`src/rtl/fetch_unit_if.sv`:
```
// Handshake bundle between the fetch unit, instruction memory and decode.
// master = fetch unit side, slave = memory/decode side.
interface fetch_unit_if #(
    parameter int XLEN = 64,
    parameter int ILEN = 32
);
    logic            imem_req_valid;
    logic            imem_req_ready;
    logic [XLEN-1:0] imem_req_addr;
    logic            imem_rsp_valid;
    logic [ILEN-1:0] imem_rsp_data;
    logic            inst_valid;
    logic            inst_ready;
    logic [ILEN-1:0] inst_data;
    logic [XLEN-1:0] inst_pc;

    modport master (
        output imem_req_valid, imem_req_addr,
        input  imem_req_ready, imem_rsp_valid, imem_rsp_data,
        output inst_valid, inst_data, inst_pc,
        input  inst_ready
    );

    modport slave (
        input  imem_req_valid, imem_req_addr,
        output imem_req_ready, imem_rsp_valid, imem_rsp_data,
        input  inst_valid, inst_data, inst_pc,
        output inst_ready
    );
endinterface

```
`src/rtl/fetch_unit.sv`:
```
// Instruction fetch: issues reads for the current PC, tracks in-flight PCs,
// queues returned words for decode, and steers the PC on stall/redirect.
module fetch_unit #(
    parameter int XLEN  = 64,
    parameter int DEPTH = 4,
    parameter int ILEN  = 32
) (
    input  logic            clk,
    input  logic            reset,
    input  logic [XLEN-1:0] pc_in,
    output logic [XLEN-1:0] pc_next,
    output logic            pc_branch,
    input  logic            redirect_valid,
    input  logic [XLEN-1:0] redirect_target,
    fetch_unit_if.master    bus,
    output logic            fetch_misaligned
);
    localparam int PW = $clog2(DEPTH);
    localparam int CW = PW + 1;

    typedef struct packed {
        logic [ILEN-1:0] data;
        logic [XLEN-1:0] pc;
    } inst_entry_t;

    logic [XLEN-1:0] ifl_pc_q [DEPTH];
    logic [XLEN-1:0] ifl_pc_d [DEPTH];
    logic [PW-1:0]   ifl_wr_q, ifl_wr_d;
    logic [PW-1:0]   ifl_rd_q, ifl_rd_d;

    inst_entry_t     iq_q [DEPTH];
    inst_entry_t     iq_d [DEPTH];
    logic [PW-1:0]   iq_wr_q, iq_wr_d;
    logic [PW-1:0]   iq_rd_q, iq_rd_d;
    logic [CW-1:0]   count_q, count_d;

    logic [CW-1:0]   outstanding_q, outstanding_d;
    logic [CW-1:0]   discard_q, discard_d;
    logic            misaligned_q, misaligned_d;

    logic            credit_ok, pc_aligned, can_issue, issue_fire;
    logic            rsp, push, pop, inst_vld;

    // Credits cover both in-flight and queued words, so the queue never overflows.
    assign credit_ok  = ({1'b0, outstanding_q} + {1'b0, count_q}) < (CW+1)'(DEPTH);
    assign pc_aligned = (pc_in[1:0] == 2'b00);
    assign can_issue  = !reset && credit_ok && !redirect_valid && !misaligned_q && pc_aligned;
    assign issue_fire = can_issue && bus.imem_req_ready;
    assign inst_vld   = !reset && (count_q != '0) && !redirect_valid;
    assign pop        = inst_vld && bus.inst_ready;
    assign rsp        = bus.imem_rsp_valid;
    assign push       = rsp && (discard_q == '0) && !redirect_valid;

    assign bus.imem_req_valid = can_issue;
    assign bus.imem_req_addr  = pc_in;
    assign bus.inst_valid     = inst_vld;
    assign bus.inst_data      = iq_q[iq_rd_q].data;
    assign bus.inst_pc        = iq_q[iq_rd_q].pc;
    assign fetch_misaligned   = misaligned_q;

    // Holding the PC is done by reloading pc_in through the branch path.
    always_comb begin
        pc_branch = 1'b0;
        pc_next   = pc_in;
        if (!reset) begin
            if (redirect_valid) begin
                pc_branch = 1'b1;
                pc_next   = redirect_target;
            end else if (!issue_fire) begin
                pc_branch = 1'b1;
            end
        end
    end

    always_comb begin
        ifl_pc_d      = ifl_pc_q;
        ifl_wr_d      = ifl_wr_q;
        ifl_rd_d      = ifl_rd_q;
        iq_d          = iq_q;
        iq_wr_d       = iq_wr_q;
        iq_rd_d       = iq_rd_q;
        count_d       = count_q;
        discard_d     = discard_q;
        misaligned_d  = misaligned_q;
        outstanding_d = outstanding_q + CW'(issue_fire) - CW'(rsp);

        if (issue_fire) begin
            ifl_pc_d[ifl_wr_q] = pc_in;
            ifl_wr_d           = ifl_wr_q + 1'b1;
        end
        if (rsp) ifl_rd_d = ifl_rd_q + 1'b1;

        if (redirect_valid) begin
            // Everything still in flight becomes stale; a response this cycle is dropped too.
            discard_d    = discard_q + outstanding_q - CW'(rsp);
            iq_wr_d      = '0;
            iq_rd_d      = '0;
            count_d      = '0;
            misaligned_d = 1'b0;
        end else begin
            if (rsp && (discard_q != '0)) discard_d = discard_q - 1'b1;
            if (push) begin
                iq_d[iq_wr_q] = '{data: bus.imem_rsp_data, pc: ifl_pc_q[ifl_rd_q]};
                iq_wr_d       = iq_wr_q + 1'b1;
            end
            if (pop) iq_rd_d = iq_rd_q + 1'b1;
            count_d = count_q + CW'(push) - CW'(pop);
            if (!pc_aligned) misaligned_d = 1'b1;
        end
    end

    always_ff @(posedge clk) begin
        if (reset) begin
            ifl_wr_q      <= '0;
            ifl_rd_q      <= '0;
            iq_wr_q       <= '0;
            iq_rd_q       <= '0;
            count_q       <= '0;
            outstanding_q <= '0;
            discard_q     <= '0;
            misaligned_q  <= 1'b0;
        end else begin
            ifl_wr_q      <= ifl_wr_d;
            ifl_rd_q      <= ifl_rd_d;
            iq_wr_q       <= iq_wr_d;
            iq_rd_q       <= iq_rd_d;
            count_q       <= count_d;
            outstanding_q <= outstanding_d;
            discard_q     <= discard_d;
            misaligned_q  <= misaligned_d;
        end
    end

    // Storage arrays carry no reset; valid state lives in the pointers/counters.
    always_ff @(posedge clk) begin
        ifl_pc_q <= ifl_pc_d;
        iq_q     <= iq_d;
    end
endmodule

```
`src/flat_wrapper.sv`:
```
// flat-port wrapper written by rule: the top's interface ports become plain ports
module fetch_unit_flat 
#(
    parameter int XLEN  = 64,
    parameter int DEPTH = 4,
    parameter int ILEN  = 32
)
  (clk, reset, pc_in, pc_next, pc_branch, redirect_valid, redirect_target, fetch_misaligned, bus_imem_req_valid, bus_imem_req_addr, bus_imem_req_ready, bus_imem_rsp_valid, bus_imem_rsp_data, bus_inst_valid, bus_inst_data, bus_inst_pc, bus_inst_ready);
  fetch_unit_if #(.XLEN(XLEN), .ILEN(ILEN)) bus_i ();
  input  logic clk;
  input  logic reset;
  input  logic [XLEN-1:0] pc_in;
  output logic [XLEN-1:0] pc_next;
  output logic pc_branch;
  input  logic redirect_valid;
  input  logic [XLEN-1:0] redirect_target;
  output logic fetch_misaligned;
  output wire logic [$bits(bus_i.imem_req_valid)-1:0] bus_imem_req_valid;
  output wire logic [$bits(bus_i.imem_req_addr)-1:0] bus_imem_req_addr;
  input wire logic [$bits(bus_i.imem_req_ready)-1:0] bus_imem_req_ready;
  input wire logic [$bits(bus_i.imem_rsp_valid)-1:0] bus_imem_rsp_valid;
  input wire logic [$bits(bus_i.imem_rsp_data)-1:0] bus_imem_rsp_data;
  output wire logic [$bits(bus_i.inst_valid)-1:0] bus_inst_valid;
  output wire logic [$bits(bus_i.inst_data)-1:0] bus_inst_data;
  output wire logic [$bits(bus_i.inst_pc)-1:0] bus_inst_pc;
  input wire logic [$bits(bus_i.inst_ready)-1:0] bus_inst_ready;
  assign bus_imem_req_valid = bus_i.imem_req_valid;
  assign bus_imem_req_addr = bus_i.imem_req_addr;
  assign bus_i.imem_req_ready = bus_imem_req_ready;
  assign bus_i.imem_rsp_valid = bus_imem_rsp_valid;
  assign bus_i.imem_rsp_data = bus_imem_rsp_data;
  assign bus_inst_valid = bus_i.inst_valid;
  assign bus_inst_data = bus_i.inst_data;
  assign bus_inst_pc = bus_i.inst_pc;
  assign bus_i.inst_ready = bus_inst_ready;
  fetch_unit #(.XLEN(XLEN), .DEPTH(DEPTH), .ILEN(ILEN)) u_core (.clk(clk), .reset(reset), .pc_in(pc_in), .pc_next(pc_next), .pc_branch(pc_branch), .redirect_valid(redirect_valid), .redirect_target(redirect_target), .bus(bus_i), .fetch_misaligned(fetch_misaligned));
endmodule
```
`config.mk`:
```
export PLATFORM = sky130hd
export DESIGN_NAME = fetch_unit_flat
export DESIGN_NICKNAME = d
export VERILOG_FILES = /design/src/rtl/fetch_unit_if.sv /design/src/rtl/fetch_unit.sv /design/src/flat_wrapper.sv
export SDC_FILE = /design/constraint.sdc
export NUM_CORES = 1
export LEC_CHECK = 0
export ABC_CLOCK_PERIOD_IN_PS = 6550
export CAP_MARGIN = 20
export CORE_MARGIN = 2
export CORE_UTILIZATION = 58
export DETAILED_ROUTE_END_ITERATION = 10
export PLACE_DENSITY = 0.89
export SYNTH_ARGS = -nofsm -noshare
export SYNTH_HDL_FRONTEND = slang
export SYNTH_SLANG_ARGS = --single-unit
```
`constraint.sdc`:
```
create_clock -name clk -period 6.55 [get_ports clk]
set_input_delay 1.31 -clock clk [delete_from_list [all_inputs] [get_ports clk]]
set_output_delay 1.31 -clock clk [all_outputs]
set_load 0.005 [all_outputs]
```
After elaboration in Yosys (flattened, before gate mapping):

Index checks and enable logic that the tools add are counted.

* $add $sub $neg: 12
* order comparisons: 7
* mux-type cells: 19
* bitwise gates (word level): 5
* reduce and logical (&&, ||, !) cells: 23

Operators with widths (count)
* bitwise mux 384 bit: 1
* two-way mux 64 bit: 5
* two-way mux 96 bit: 3
* bitwise mux 256 bit: 1
* binary-select mux 96 bit (select 2 bit): 1
* demux 96 bit (select 2 bit): 1
* binary-select mux 64 bit (select 2 bit): 1
* demux 64 bit (select 2 bit): 1
* logical AND 1 bit: 13
* greater-or-equal comparator 3 bit (second input constant): 4
* inverter 2 -> 3 bit: 4
* subtractor 3 x 1 -> 3 bit: 3
* adder 2 x 1 -> 2 bit (second input constant): 4
* adder 3 x 1 -> 3 bit: 2
* less-than comparator 3 x 1 -> 1 bit (second input constant): 2
* two-way mux 3 bit: 2
* nonzero test 3 bit: 2
* adder 3 x 3 -> 4 bit: 1
* less-than comparator 4 x 3 -> 1 bit (second input constant): 1
* adder 3 bit: 1
* logical NOT 1 bit: 3
* logical NOT 3 bit: 1
* two-way mux 1 bit: 3
* subtractor 3 x 1 -> 3 bit (second input constant): 1
* other kinds (5): 5

* flip-flop bits (word level): 658
* bits of input ports: 166
* output and inout bits: 228
* word-level logic and storage cells: 86

Logic depth before layout (Yosys ltp):

Gate-level depths: netlist of run 1.

* depth after elaboration: 10
* mapped depth: 9
* depth with buffers taken out: 9

Worst setup path before layout of run 1:

No wires, ideal clock.

* path type: input to register
* start point: input bus_imem_rsp_valid
* end point: register u_core.iq_q[0] (netlist bit), enable pin
* library setup time: 466 ps
* arrival: 4171 ps
* required time: 6084 ps
* slack: 1913 ps
* stages: 4
* buffers on the path: 1
* cells stage by stage: clkbuf_1 nand3b_1 nor2_1 and2_1

* longest elaborated chain between the ends: 3

Ends and longest elaborated chain
* start: declaration: RTL line flat_wrapper.sv:21 `input wire logic [$bits(bus_i.imem_rsp_valid)-1:0] bus_imem_rsp_valid;`
* logical AND 1 bit (2 in series): RTL line fetch_unit.sv:52 `assign push = rsp && (discard_q == '0) && !redirect_valid;`
* named net u_core.push: RTL line fetch_unit.sv:42 `logic rsp, push, pop, inst_vld;`
* AND reduction 2 bit (no source line)
* end signal: assignment: RTL line fetch_unit.sv:137 `iq_q <= iq_d;`
* end: declaration: RTL line fetch_unit.sv:31 `inst_entry_t iq_q [DEPTH];`

The timed path passes the listed nets, and every way through them passes these cells.
A chain may end at the register's enable or synchronous reset.

Final worst setup path of run 1:

* start point: input reset
* end point: output pc_next[2]

* longest elaborated chain between the ends: 1

Ends and longest elaborated chain
* start: declaration: RTL line flat_wrapper.sv:11 `input logic reset;`
* two-way mux 64 bit: RTL line fetch_unit.sv:65 `if (!reset) begin`
* end: declaration: RTL line flat_wrapper.sv:13 `output logic [XLEN-1:0] pc_next;`

Every way passes these cells.

==> run metrics, run 1 <==
run status completed; main combinational cell family by area after synthesis multiplexers; fin crit share 82.7%; Cells after DPL 2110; core area 43200 µm²; I/O pins 394; Yosys warnings 0; DR WL/cell 24.5 µm; drt pass-1 iters 5; total global routing overflow 0; syn_nets 1424; clk slew on worst S/H paths 0.06 ns; post-synthesis xor/xnor area fraction 0.344%; cts repair resizes 0; Final Skew 0.0194 ns; critical path endpoint category output port; share of cells above drive strength 1 16.8%; Pwr Density 284 nW/µm²; Synth Area in Simple Gates 3.86%; #FFs+latches synth 658; Die Span Y 214 µm; Syn Std Cell Area 25500 µm²; Routability Congestion 0.745; Critical Path RT 5.24 ns; Psw 1860 µW; RSZ-0062 raised after global routing no; clock network fraction of design power 37.2%; fmax 0.185 GHz; Worst Hold Class flip-flop to flip-flop; area delta synth->final 23.8%; arrival time at the worst endpoint 4.11 ns; Tot Pwr 8960 µW; P_int 7100 µW; Seq/Total Area, Yosys 76.9%; drt via density 5.71; clk sinks 658; setup_tns 0 ns; multiplexer share of the synthesized area 14.4%; Synth Area in Compound Gates 0.201%; maxcap violations 0; Leak 0.0103 µW; fin area 31500 µm²; maximum clock path buffer count 3; 1st-iter DRT viols 997; WL final 54700 µm; Max-Slew Margin vs Limit 23.6%; # H-tree levels 2; peak supply drop 0.303 mV; TritonCTS Buffers 61; Seq pwr share 53.7%; Mapped Cells 1237; final hold vios 0; Final Setup Violations 0; switching share of power 20.7%; first-pass GRT wire length 80600 µm; # nets final 1779; Synth Area per Inst 20.6 µm²; remaining routing DRC violations 0; Initial Util 59.0%; synth unique cells 35; max-slew violations 0; Area after DPL 29500 µm²; number of routed nets with antenna violations 0; Slew @ Worst Pin 1.15 ns; antenna violations before repair 2; critical path class input pin to output port; combinational power share 9.0%; Die X 214 µm; vias in the first global route 13.5k; GRT Total Usage 24.3%; fin cells 2230; IO buf count 393; hold buffers post-CTS 0; via count 12.7k; startpoint types input pin; Post-CTS Setup Inserts 0; largest net degree at the start of global routing 67; CTS tree yes; final HPWL from detailed placement 31100 µm; adder-cell share of the synthesized area 1.12%; worst-path fanout max 28; Root Driver clkbuf_16; worst skew pair latency 0.61 ns; Die Footprint 45600 µm²; FP Rows 76; fin crit period 5.42 ns
-- placed cells by master (no fill, tap or decap), types with 3 or more instances in the layout --
master / n
edfxtp_1: 640
clkdlybuf4s50_1: 393
nand2_1: 195
mux4_2: 160
clkbuf_16: 63
clkbuf_1: 19
ha_1: 18
inv_1: 17
nor2_1: 14
dfxtp_1: 14
clkinv_2: 13
buf_4: 12
clkinv_1: 11
and2_4: 8
xnor2_1: 8
a21oi_1: 4
mux2i_1: 4
clkbuf_8: 4
dfxtp_4: 4
nor3_1: 3
and3_1: 3
nand2b_1: 3
fa_1: 3
buf_16: 3
-- metrics by stage --
step / hold slack, ns / worst slack, ns / util (%)
global placement: 0.492 / 1.30 / 68.4
finish: 0.531 / 1.13 / 73.0
floorplan: 0.482 / 1.91 / -
CTS: 0.523 / 1.08 / 72.8
global route: 0.593 / 0.918 / 73.0
detailed placement: 0.514 / 1.14 / 68.4
-- critical path: stages --
cell             delay, ns
clkdlybuf4s50_1       0.68
nor2b_4               0.95
buf_4                 0.40
nand2_1               0.08
nand2_1               0.10
clkdlybuf4s50_1       0.56
-- Yosys cell counts --
cell	instances	area [µm²]
and2_1	10	62.6
nand3b_1	1	7.51
inv_1	17	63.8
and4_1	1	8.76
or4_1	1	7.51
xnor2_1	8	70.1
a21oi_1	4	20.0
nand4b_1	1	8.76
dfxtp_1	18	360
buf_6	3	33.8
nor2b_1	3	18.8
or2_1	1	6.26
edfxtp_1	640	19200
mux4_2	160	3600
nor4b_1	1	8.76
nor3_1	3	15.0
buf_2	31	155
ha_1	18	225
o31a_1	1	8.76
nand2_1	195	732
clkbuf_1	13	48.8
fa_1	3	60.1
o32ai_1	1	8.76
xor2_1	2	17.5
buf_1	2	7.51
nor2_1	14	52.6
o22ai_1	1	6.26
mux2i_1	4	40.0
nand2b_1	4	25.0
nand3_1	1	5.00
mux2_2	1	11.3
o31ai_1	1	7.51
buf_4	69	518
and3_1	3	18.8
nor4_1	1	6.26
-- area by class of cell --
| type | count | area (µm²) |
|---|---|---|
| multi-input cells | 444 | 5100 |
| diodes | 1 | 2.50 |
| repair buffers | 410 | 4150 |
| flip-flops and latches | 658 | 19600 |
| inverters | 17 | 63.8 |
| fillers | 2453 | 11600 |
| clock buffers | 86 | 1700 |
| well taps | 585 | 732 |
| clock inverters | 29 | 195 |
-- worst paths after layout --
kind	start	endpoint	slack [ns]	cells past startpoint
worst max-delay path	reset	pc_next[2]	1.13	6
worst min-delay path	u_core.ifl_wr_q[1]$_SDFFE_PP0P_	u_core.ifl_wr_q[1]$_SDFFE_PP0P_	0.53	2
worst max register to register	u_core.outstanding_q[2]$_SDFF_PP0_	u_core.ifl_pc_q[245]$_DFFE_PP_	3.74	4
worst min register to register	u_core.ifl_wr_q[1]$_SDFFE_PP0P_	u_core.ifl_wr_q[1]$_SDFFE_PP0P_	0.53	2
-- cells by family after synthesis --
| family | Yosys count |
|---|---|
| compound gates | 8 |
| flops | 658 |
| xor+xnor | 10 |
| mux | 165 |
| buf+inv | 135 |
| fa+ha+maj | 21 |
| simple gates | 240 |
-- metal layers --
layer  global-route usage [%]  vias to the layer above  share of wire (%)
met5                        0                        -              0.024
met3                     4.96                       83                6.4
met4                     7.97                        2                2.6
met1                     29.8                     6612                 37
met2                     43.5                      473                 54
li1                         -                     5558                  -
-- power by group through the flow --
stage | logic, µW | registers, µW | clock network (µW)
after floorplan | 397 | 4870 | 0
final | 809 | 4810 | 3340
after global placement | 780 | 4890 | 0
after CTS | 821 | 4820 | 3400
after detailed placement | 812 | 4900 | 0
after global routing | 874 | 4820 | 3550
-- flip-flops by register name (all words and copies together), names as in the netlist --
name	flops
u_core.fetch_misaligned	1
u_core.outstanding_q	3
u_core.ifl_rd_q	2
u_core.iq_wr_q	2
u_core.ifl_wr_q	2
u_core.ifl_pc_q	256
u_core.iq_q	384
u_core.count_q	3
u_core.iq_rd_q	2
u_core.discard_q	3
Note: power is estimated with default switching activity, not from simulation.
==> inputs of run 2 (changes only) <==
--- a/config.mk
+++ b/config.mk
@@ -5,12 +5,12 @@
 export SDC_FILE = /design/constraint.sdc
 export NUM_CORES = 1
 export LEC_CHECK = 0
-export ABC_CLOCK_PERIOD_IN_PS = 6550
+export ABC_CLOCK_PERIOD_IN_PS = 5300
 export CAP_MARGIN = 20
 export CORE_MARGIN = 2
-export CORE_UTILIZATION = 58
+export CORE_UTILIZATION = 54
 export DETAILED_ROUTE_END_ITERATION = 10
-export PLACE_DENSITY = 0.89
+export PLACE_DENSITY = 0.84
 export SYNTH_ARGS = -nofsm -noshare
 export SYNTH_HDL_FRONTEND = slang
 export SYNTH_SLANG_ARGS = --single-unit
==> constraint.sdc (replaced) <==
create_clock -name clk -period 5.3 [get_ports clk]
set_input_delay 1.06 -clock clk [delete_from_list [all_inputs] [get_ports clk]]
set_output_delay 1.06 -clock clk [all_outputs]
set_load 0.005 [all_outputs]
==> run 2 against run 1 <==
Worst setup slack lost 0.41 ns. Largest cell class unchanged. Via count rose by 0.68%. Utilization decreased by 4.9 points. Highest routed layer unchanged. Combinational power up 23%. Critical path depth decreased by 1. Wire length shrank 1.5%. Sequential cell count unchanged. Design area rose by 0.62%. Final cell count rose by 0.99%. Worst hold slack about the same. Die area is 7.3% higher. First-iteration DRC count shrank 20%.
==> run metrics, run 2 (synthesis gave the netlist of run 1 again) <==
cts repair resizes 0 (unchanged); TritonCTS Buffers 66 (was 61); setup_tns 0 ns (unchanged); IO buf count 393 (unchanged); Top Registers u_core.iq_q x384, u_core.ifl_pc_q x256 (unchanged); hold buffers post-CTS 0 (unchanged); Cells after DPL 2135 (was 2110); # nets final 1783 (was 1779); peak supply drop 0.293 mV (was 0.303 mV); diode count 0 (was 1); run status completed (unchanged); grt peak-use layer met2 (unchanged); Max-Slew Margin vs Limit 25.8% (was 23.6%); Reg with most FFs u_core.iq_q (unchanged); Post-CTS Setup Inserts 0 (unchanged); fin cells 2252 (was 2230); Root Driver clkbuf_16 (unchanged); FP Rows 79 (was 76); share of cells above drive strength 1 16.9% (was 16.8%); vias in the first global route 13.8k (was 13.5k); total global routing overflow 0 (unchanged); # H-tree levels 3 (was 2); Die Span Y 221 µm (was 214 µm); remaining routing DRC violations 0 (unchanged); WL final 53900 µm (was 54700 µm); drt pass-1 iters 5 (unchanged); fin crit period 4.58 ns; Critical Path RT 4.24 ns (was 5.24 ns); Leak 0.0103 µW (about the same); grt met3 use 4.45% (was 4.96%); first-pass GRT wire length 81700 µm (was 80600 µm); Die Footprint 48900 µm² (was 45600 µm²); Tot Pwr 11300 µW (was 8960 µW); commonest non-fill, non-tap cell in the layout edfxtp_1 (unchanged); critical path class input pin to output port (unchanged); Worst Hold Class flip-flop to flip-flop (unchanged); max reg flops 384 (unchanged); arrival time at the worst endpoint 3.52 ns (was 4.11 ns); CTS tree yes (unchanged); largest net degree at the start of global routing 67 (unchanged); GRT Total Usage 22.3% (was 24.3%); clk slew on worst S/H paths 0.06 ns (about the same); I/O pins 394 (unchanged); area delta synth->final 24.6% (was 23.8%); maximum clock path buffer count 3 (unchanged); 1st-iter DRT viols 795 (was 997); final hold vios 0 (unchanged); maxcap violations 0 (unchanged); Slew @ Worst Pin 1.11 ns (was 1.15 ns); final HPWL from detailed placement 31000 µm (was 31100 µm); Die X 221 µm (was 214 µm); via count 12.8k (was 12.7k); clk sinks 658 (unchanged); fmax 0.218 GHz; antenna violations before repair 2 (unchanged); DR WL/cell 23.9 µm (was 24.5 µm); Final Skew 0.0183 ns (was 0.0194 ns); fill cell count 2844 (was 2453); Pwr Density 356 nW/µm² (was 284 nW/µm²); startpoint types input pin (unchanged); commonest cells after routing, fill and taps aside 640 x edfxtp_1, 393 x clkdlybuf4s50_1, 195 x nand2_1 (unchanged); worst skew pair latency 0.58 ns (was 0.61 ns); routing usage on met2 38.9% (was 43.5%); global-route met1 utilization 28.4% (was 29.8%); core area 46600 µm² (was 43200 µm²); number of routed nets with antenna violations 0 (unchanged); worst-path fanout max 66 (was 28); fin crit share 86.5%; RSZ-0062 raised after global routing no (unchanged); Routability Congestion 0.722 (was 0.745); Final Setup Violations 0 (unchanged); drt via density 5.69 (was 5.71); max-slew violations 0 (unchanged); critical path endpoint category output port (unchanged); Initial Util 54.7% (was 59.0%)
## run 2: changes by cell type in the layout (fill, tap and decap cells not counted), moves of 2 or more
cell | previous run | this run
buf_12 | 2 | 11
clkbuf_8 | 4 | 0
clkinvlp_4 | 0 | 2
clkbuf_16 | 63 | 69
clkinv_2 | 13 | 9
buf_4 | 12 | 5
buf_16 | 3 | 0
## run 2: per-layer routing
layer  up-vias  wire (µm)
met5         -         13
met4         2       1140
met3        89       3340
met2       459      28500
met1      6708      20900
li1       5557          -
## run 2: path summary, 6_finish.rpt
| kind | startpoint | to | slack [ns] | depth (start not counted) |
|---|---|---|---|---|
| worst min register to register | u_core.ifl_wr_q[1]$_SDFFE_PP0P_ | u_core.ifl_wr_q[1]$_SDFFE_PP0P_ | 0.53 | 2 |
| worst min-delay path | u_core.ifl_wr_q[1]$_SDFFE_PP0P_ | u_core.ifl_wr_q[1]$_SDFFE_PP0P_ | 0.53 | 2 |
| worst max-delay path | reset | pc_next[52] | 0.72 | 5 |
| worst max register to register | u_core.discard_q[0]$_SDFFE_PP0P_ | u_core.iq_q[247]$_DFFE_PP_ | 2.61 | 6 |
## run 2: layout make-up
class | instances | area [µm²] | area share, %
inverters | 17 | 63.8 | 0.201
flip-flops and latches | 658 | 19600 | 61.8
multi-input cells | 444 | 5100 | 16.1
well taps | 607 | 759 | 2.39
repair buffers | 409 | 4190 | 13.2
clock inverters | 29 | 226 | 0.714
clock buffers | 88 | 1800 | 5.67
## run 2: stage by stage
step | instance area, µm² | utilization, % | worst slack, ns | hold slack [ns]
6_report | 31700 | 68.2 | 0.716 | 0.531
5_1_grt | 31700 | 68.2 | 0.583 | 0.567
4_1_cts | 31700 | 68.2 | 0.730 | 0.537
3_5_place_dp | 29700 | 63.8 | 0.730 | 0.521
3_3_place_gp | 29700 | 63.8 | 0.901 | 0.495
2_1_floorplan | 25500 | - | 0.913 | 0.482
## run 2: critical path, cell delays in order
cell and delay, ns:
clkdlybuf4s50_1 0.80, nand2b_4 0.83, nand2_1 0.16, nand2_1 0.12
clkdlybuf4s50_1 0.50
## run 2: where the power goes
group	internal [µW]	switching, µW
Sequential	5880	80.4
Combinational	576	423
Clock	2530	1820
